**src/rtl/layer1.sv**
```systemverilog
// Approximate 16-row to 8-row partial-product reducer, per-column, no inter-column carries.
// Latency: 1 cycle, all outputs registered; inputs are sampled directly.
// Backpressure: none, a new matrix is accepted on every clock.
module layer1 (
    input  logic        clk,
    input  logic        rst,
    input  logic [15:0] a1,
    input  logic [15:0] a2,
    input  logic [15:0] a3,
    input  logic [15:0] a4,
    input  logic [15:0] a5,
    input  logic [15:0] a6,
    input  logic [15:0] a7,
    input  logic [15:0] a8,
    input  logic [15:0] a9,
    input  logic [15:0] a10,
    input  logic [15:0] a11,
    input  logic [15:0] a12,
    input  logic [15:0] a13,
    input  logic [15:0] a14,
    input  logic [15:0] a15,
    input  logic [15:0] a16,
    output logic [31:1] b1,
    output logic [30:2] b2,
    output logic [29:3] b3,
    output logic [28:4] b4,
    output logic [27:5] b5,
    output logic [26:6] b6,
    output logic [25:7] b7,
    output logic [25:8] b8,
    output logic        err1,
    output logic        err2
);

    // Row i, local bit k sits at flat[(i-1)*16 + k] and carries weight i+k.
    logic [255:0] flat;
    assign flat = {a16, a15, a14, a13, a12, a11, a10, a9,
                   a8,  a7,  a6,  a5,  a4,  a3,  a2,  a1};

    // slots[j][s] is the bit that lands in output row s+1 at weight j.
    logic [7:0]  slots [1:31];
    logic        err_lo;
    logic        err_hi;
    int          lo;
    int          h;
    int          e;
    logic [15:0] xv;
    logic [7:0]  sl;
    logic        pe;

    // Per-column reduction: gather the column, OR-pair the surplus bits, pass the rest.
    // Columns whose height is 8 or less (including 24 and 25, which hold only 8 and 7
    // bits) pass straight through; slots with no source bit read as 0, so b8[25] is 0.
    always_comb begin
        err_lo = 1'b0;
        err_hi = 1'b0;
        lo     = 1;
        h      = 0;
        e      = 0;
        xv     = '0;
        sl     = '0;
        pe     = 1'b0;
        for (int j = 1; j <= 31; j++) begin
            slots[5'(j)] = '0;
        end
        for (int j = 1; j <= 31; j++) begin
            lo = (j > 16) ? j - 15 : 1;
            h  = (j > 16) ? 32 - j : j;
            e  = h - 8;
            xv = '0;
            sl = '0;
            pe = 1'b0;
            for (int t = 0; t < 16; t++) begin
                if (t < h) begin
                    xv[4'(t)] = flat[8'(15 * (lo + t) + j - 16)];
                end
            end
            for (int s = 0; s < 8; s++) begin
                if (h <= 8) begin
                    if (s < h) begin
                        sl[3'(s)] = xv[4'(s)];
                    end
                end else if (s < e) begin
                    sl[3'(s)] = xv[4'(2 * s)] | xv[4'(2 * s + 1)];
                    pe        = pe | (xv[4'(2 * s)] & xv[4'(2 * s + 1)]);
                end else begin
                    sl[3'(s)] = xv[4'(s + e)];
                end
            end
            slots[5'(j)] = sl;
            if (j <= 16) begin
                err_lo = err_lo | pe;
            end else begin
                err_hi = err_hi | pe;
            end
        end
    end

    // Output registers: clear on reset, otherwise scatter each slot into its row.
    always_ff @(posedge clk) begin
        if (rst) begin
            b1   <= '0;
            b2   <= '0;
            b3   <= '0;
            b4   <= '0;
            b5   <= '0;
            b6   <= '0;
            b7   <= '0;
            b8   <= '0;
            err1 <= 1'b0;
            err2 <= 1'b0;
        end else begin
            for (int j = 1; j <= 31; j++) b1[5'(j)] <= slots[5'(j)][0];
            for (int j = 2; j <= 30; j++) b2[5'(j)] <= slots[5'(j)][1];
            for (int j = 3; j <= 29; j++) b3[5'(j)] <= slots[5'(j)][2];
            for (int j = 4; j <= 28; j++) b4[5'(j)] <= slots[5'(j)][3];
            for (int j = 5; j <= 27; j++) b5[5'(j)] <= slots[5'(j)][4];
            for (int j = 6; j <= 26; j++) b6[5'(j)] <= slots[5'(j)][5];
            for (int j = 7; j <= 25; j++) b7[5'(j)] <= slots[5'(j)][6];
            for (int j = 8; j <= 25; j++) b8[5'(j)] <= slots[5'(j)][7];
            err1 <= err_lo;
            err2 <= err_hi;
        end
    end

endmodule

```
**config.mk**
```make
export PLATFORM = sky130hd
export DESIGN_NAME = layer1
export DESIGN_NICKNAME = d
export VERILOG_FILES = /design/src/rtl/layer1.sv
export SDC_FILE = /design/constraint.sdc
export NUM_CORES = 1
export LEC_CHECK = 0
export ABC_AREA = 0
export BUFFER_PORTS_ARGS = -buffer_cell sky130_fd_sc_hd__buf_4
export CORE_AREA = 5 5 174 176
export CTS_CLUSTER_SIZE = 12
export DETAILED_ROUTE_END_ITERATION = 10
export DIE_AREA = 0 0 179 181
export PLACE_DENSITY = 0.32
export SLEW_MARGIN = 20
export SYNTH_ARGS = -nofsm -noshare
export SYNTH_HDL_FRONTEND = slang
export SYNTH_SLANG_ARGS = --single-unit
export TNS_END_PERCENT = 50
```
**constraint.sdc**
```tcl
create_clock -name clk -period 0.8 [get_ports clk]
set_input_delay 0 -clock clk [delete_from_list [all_inputs] [get_ports clk]]
set_output_delay 0 -clock clk [all_outputs]
set_load 0.05 [all_outputs]
```
==> flow_metrics.tcl, run 1 <==
set metrics [dict create \
    worstPathCellList "buf_8" \
    arrival_ps 800 \
    detail_route.drc_violations 0 \
    synth_cells 257 \
    io_pins 453 \
    htree_levels 2 \
    use_met1_pct 4.83 \
    seq_area_frac_synth_pct 40.8 \
    pwr_density_cell_nw_per_um2 1760 \
    antenna_found_initial 0 \
    period_share_pct 100 \
    wirelength_um 7720 \
    maxCapViolCount 0 \
    grtUsageMet3_pct 1.15 \
    numCtsBuffers 5 \
    cts_tree "yes" \
    root_buffer "clkbuf_16" \
    drive_above_1_share_pct 48.4 \
    drt_iter0_markers 26 \
    hold_viol_final 0 \
    cts_buffer_depth 2 \
    whs_ps 9.15 \
    grt_busiest_layer "met2" \
    slowest_stage "dfxtp_4" \
    vdd_ir_drop_max_uv 655 \
    port_buffers 133 \
    stdcell_area_um2 4880 \
    via_count 1997 \
    post_drt_wl_per_cell_um 9.05 \
    cp_slowest_stage_delay_ps 370 \
    die_h_um 181 \
    drtPass1Iterations 2 \
    min_from "a6[4]" \
    grt_pass1_vias 2100 \
    avgSynthCellArea_um2 10.5 \
    cp_max_fo 2 \
    rows 62 \
    status "complete, no violations" \
    worstPathRequired_ps 800 \
    dpl-instance-area_um2 3650 \
    met2_usage_pct 7.05 \
    synth-seq-cells 55 \
    p_leak_nw 2.24 \
    hold_class "in2reg" \
    path_delay_family "flip-flops" \
    drtAntennaViolNets 0 \
    die_area_um2 32400 \
    crit_path_start "err1$_DFF_P_" \
    dp_slack_ps 151 \
    multiInputGateArea_um2 1000 \
    synth_cell_type_count 11 \
    fmax_mhz 1250 \
    ys_warn_count 0 \
    dp_hpwl_um 5870 \
    crit_type "reg2out" \
    grt_first_pass_wirelength_um 10500 \
    synthesis.area_um2 2700 \
    finalSetupViolations 0 \
    core-area_um2 28500 \
    antenna_cells 0 \
    cts.sinks 55 \
    critPathBufInv 1 \
    clk_pin_slew_worst_paths_ps 70 \
    gr-total-overflow 0 \
    area_growth_pct 80.9 \
    power_mw 8.59 \
    seq_area_um2 1160 \
    grt_usage_pct 4.09 \
    cp-start-kind "flip-flop" \
    n_fill_cell 3111 \
    die_x_um 179 \
    maxSlewViolCount 0 \
    final_nets 726 \
    grt_max_degree 21 \
    fin_crit_ps 800 \
    vias_per_cell 2.34 \
    start_util_pct 9.48 \
    gp_congestion 0.598 \
    fin_ws_ps 0.351 \
    rsz0062_at_grt "yes" \
    critPathCaptureType "primary output" \
]
-- synthesized netlist by cell type --
master,n,area share (%)
nor2b_1,16,3.7
buf_4,140,39
dfxtp_1,55,41
o21ba_1,1,0.37
o21ba_4,3,1.8
inv_1,1,0.14
nor2b_2,16,5.2
buf_6,4,1.7
conb_1,1,0.14
clkbuf_4,2,0.56
o21ba_2,18,6.7
-- routing by layer --
metal,vias to the layer above,wire (µm)
li1,932,-
met1,839,2970
met2,218,3230
met3,8,1420
met4,0,99
met5,-,0
-- power by group --
part	total [mW]	internal [mW]	switching (mW)
clock	2.29	1.25	1.04
combinational	3.29	0.976	2.31
sequential	3.01	2.92	0.0812
-- sequential cells by signal (all words and copies together) (netlist names) --
name / count
b1: 15
b2: 14
b3: 13
b4: 12
err1: 1
-- layout by cell type, fill, tap and decap left out --
master,instances
conb_1,139
dlygate4sd3_1,76
o21ba_2,18
buf_8,14
o21ba_4,3
inv_1,1
dfxtp_4,1
clkinvlp_4,1
buf_6,42
clkbuf_16,5
buf_4,77
clkbuf_8,1
nor2b_2,16
nor2b_1,16
dfxtp_1,9
dfxtp_2,45
buf_12,3
clkinv_4,1
o21ba_1,1
-- final timing paths --
kind	slack, ps	cells past startpoint	to
setup / recovery	0.4	1	err2
hold / removal	9	2	b4[10]$_SDFF_PP0_
-- timing repair --
action | in CTS | in global routing
gates resized for setup | 73 | 43
hold buffers | 76 | 0
setup endpoints to repair | 56 | 42
setup buffers | 0 | 0
endpoints found under the hold margin | 53 | 0
-- cell type report --
type	count	share of cell area, %
inverter	1	0.0769
multi-input combinational	193	20.5
timing repair buffer	212	42.6
tap	384	9.84
sequential	55	23.8
clock buffer	6	2.84
clock inverter	2	0.333
-- through the flow --
stage | TNS (ps) | cells | util (%)
floorplan | 0 | 395 | -
global placement | 0 | 769 | 12.8
detailed placement | 0 | 769 | 12.8
CTS | -64.0 | 853 | 16.9
global route | -113 | 853 | 17.2
finish | 0 | 853 | 17.2
-- kinds of logic (layout without fill, tap and decap cells) --
kind of cell | after synthesis | in the layout | share of synthesized area, %
compound gates | 22 | 22 | 8.85
buf+inv | 147 | 221 | 41.3
flops | 55 | 55 | 40.8
other cells | 1 | 139 | 0.139
simple gates | 32 | 32 | 8.90
(Power assumes the default switching activity.)
==> run 2, diff against run 1 <==
CORE_AREA = 2 2 176 178   (was 5 5 174 176)
DIE_AREA = 0 0 178 180   (was 0 0 179 181)
PLACE_DENSITY = 0.31   (was 0.32)
==> flow_metrics.tcl, run 2 (synthesis gave the netlist of run 1 again) <==
set metrics [dict create \
    fin_tns_setup_ps -87.2 \
    worstPathCellList "buf_8" \
    slowest_stage "dfxtp_4" \
    io_pins 453 \
    layout_common_cells "139 x conb_1, 77 x dlygate4sd3_1, 77 x buf_4" \
    pwr_density_cell_nw_per_um2 1730 \
    grt_max_degree 27 \
    gp_congestion 0.620 \
    core-area_um2 30200 \
    power_frac_clock_pct 26.8 \
    arrival_ps 840 \
    port_buffers 133 \
    via_count 1983 \
    area_growth_pct 85.9 \
    cts_buffer_depth 2 \
    antenna_cells 0 \
    dpl-instance-area_um2 3640 \
    combPwrFrac_pct 38.3 \
    grt_first_pass_wirelength_um 9230 \
    switching_share_pct 39.9 \
    placed_cells 780 \
    cts.sinks 55 \
    grt_usage_pct 3.87 \
    dp_hpwl_um 5070 \
    status "finished, violations left" \
    cp-start-kind "flip-flop" \
    drt_iter0_markers 27 \
    numCtsBuffers 5 \
    hold_class "in2reg" \
    final_nets 726 \
    drtAntennaViolNets 0 \
    drtPass1Iterations 3 \
    maxSlewViolCount 0 \
    detail_route.drc_violations 0 \
    vdd_ir_drop_max_uv 924 \
    instances_no_fill 865 \
    critPathBufInv 1 \
    fin_ws_ps -41.6 \
    p_int_mw 5.22 \
    p_leak_nw 2.27 \
    final_common_cell "conb_1" \
    rsz0062_at_grt "yes" \
    switching_power_mw 3.46 \
    die_h_um 180 \
    vias_per_cell 2.29 \
    violations "negative setup slack" \
    htree_levels 2 \
    stdcell_area_um2 5020 \
    whs_ps 76.3 \
    gr-total-overflow 0 \
    crit_type "reg2out" \
    antenna_found_initial 0 \
    clk_pin_slew_worst_paths_ps 70 \
    cp_slowest_stage_delay_ps 390 \
    cts_tree "yes" \
    wirelength_um 7070 \
    cp_max_fo 2 \
    root_buffer "clkbuf_16" \
    hold_viol_final 0 \
    die_area_um2 32000 \
    min_from "rst" \
    maxCapViolCount 0 \
    critPathCaptureType "primary output" \
    fin_crit_ps 842 \
    n_fill_cell 3294 \
    reg_top3 "b1 (15), b2 (14), b3 (13)" \
    start_util_pct 8.94 \
    crit_path_start "err1$_DFF_P_" \
    final_util_pct 16.6 \
    grt_pass1_vias 1755 \
    path_delay_family "flip-flops" \
    finalSetupViolations 3 \
    seqPwrFrac_pct 34.9 \
    period_share_pct 105 \
    top_register "b1" \
    largest_register_ffs 15 \
    drive_above_1_share_pct 50.1 \
    fmax_mhz 1190 \
    rows 64 \
    post_drt_wl_per_cell_um 8.17 \
    die_x_um 178 \
    worstPathRequired_ps 800 \
]
## run 2: cell count changes in the layout (fill, tap and decap cells not counted), sizes merged
cell         before  now
buf             136  135
dlygate4sd3      76   77
## run 2: area by class of cell
type / instances / area [µm²] / area share, %
timing repair buffer: 212 / 2190 / 43.6
sequential: 55 / 1170 / 23.4
multi-input combinational: 193 / 1000 / 20.0
tap: 396 / 495 / 9.88
clock buffer: 6 / 139 / 2.77
clock inverter: 2 / 16.3 / 0.324
inverter: 1 / 3.75 / 0.0748
## run 2: final timing paths
| path | depth (start not counted) | slack [ps] | end |
|---|---|---|---|
| worst max-delay path | 1 | -40 | err2 |
| worst min-delay path | 3 | 80 | err1$_DFF_P_ |
## run 2: per-layer routing
layer  track usage [%]  vias up  part of all wire (%)
met5                 0        -                     0
li1                  -      929                     -
met4              2.07        0                   2.0
met2              6.90      220                    44
met3              1.18        6                    18
met1              4.01      828                    36
## run 2: through the flow
step	power [mW]	worst slack, ps
final	8.69	-41.6
after global routing	9.11	-70.5
after CTS	8.80	-57.6
after detailed placement	5.83	141
after global placement	5.84	124
after floorplan	5.75	82.5
## run 2: power by group through the flow
stage	Combinational (mW)	Clock (mW)	Sequential (mW)
after floorplan	2.17	0	3.58
after global placement	2.83	0	3.01
after detailed placement	2.82	0	3.01
after CTS	3.27	2.52	3.01
after global routing	3.45	2.60	3.05
final	3.33	2.32	3.03
## run 2: what timing repair did
item	CTS	global route
buffers inserted	0	0
hold endpoints to repair	54	0
gates cloned	0	0
gates resized for setup	115	41
pin swaps	0	0
hold buffers	77	0
endpoints found under the setup margin	56	52
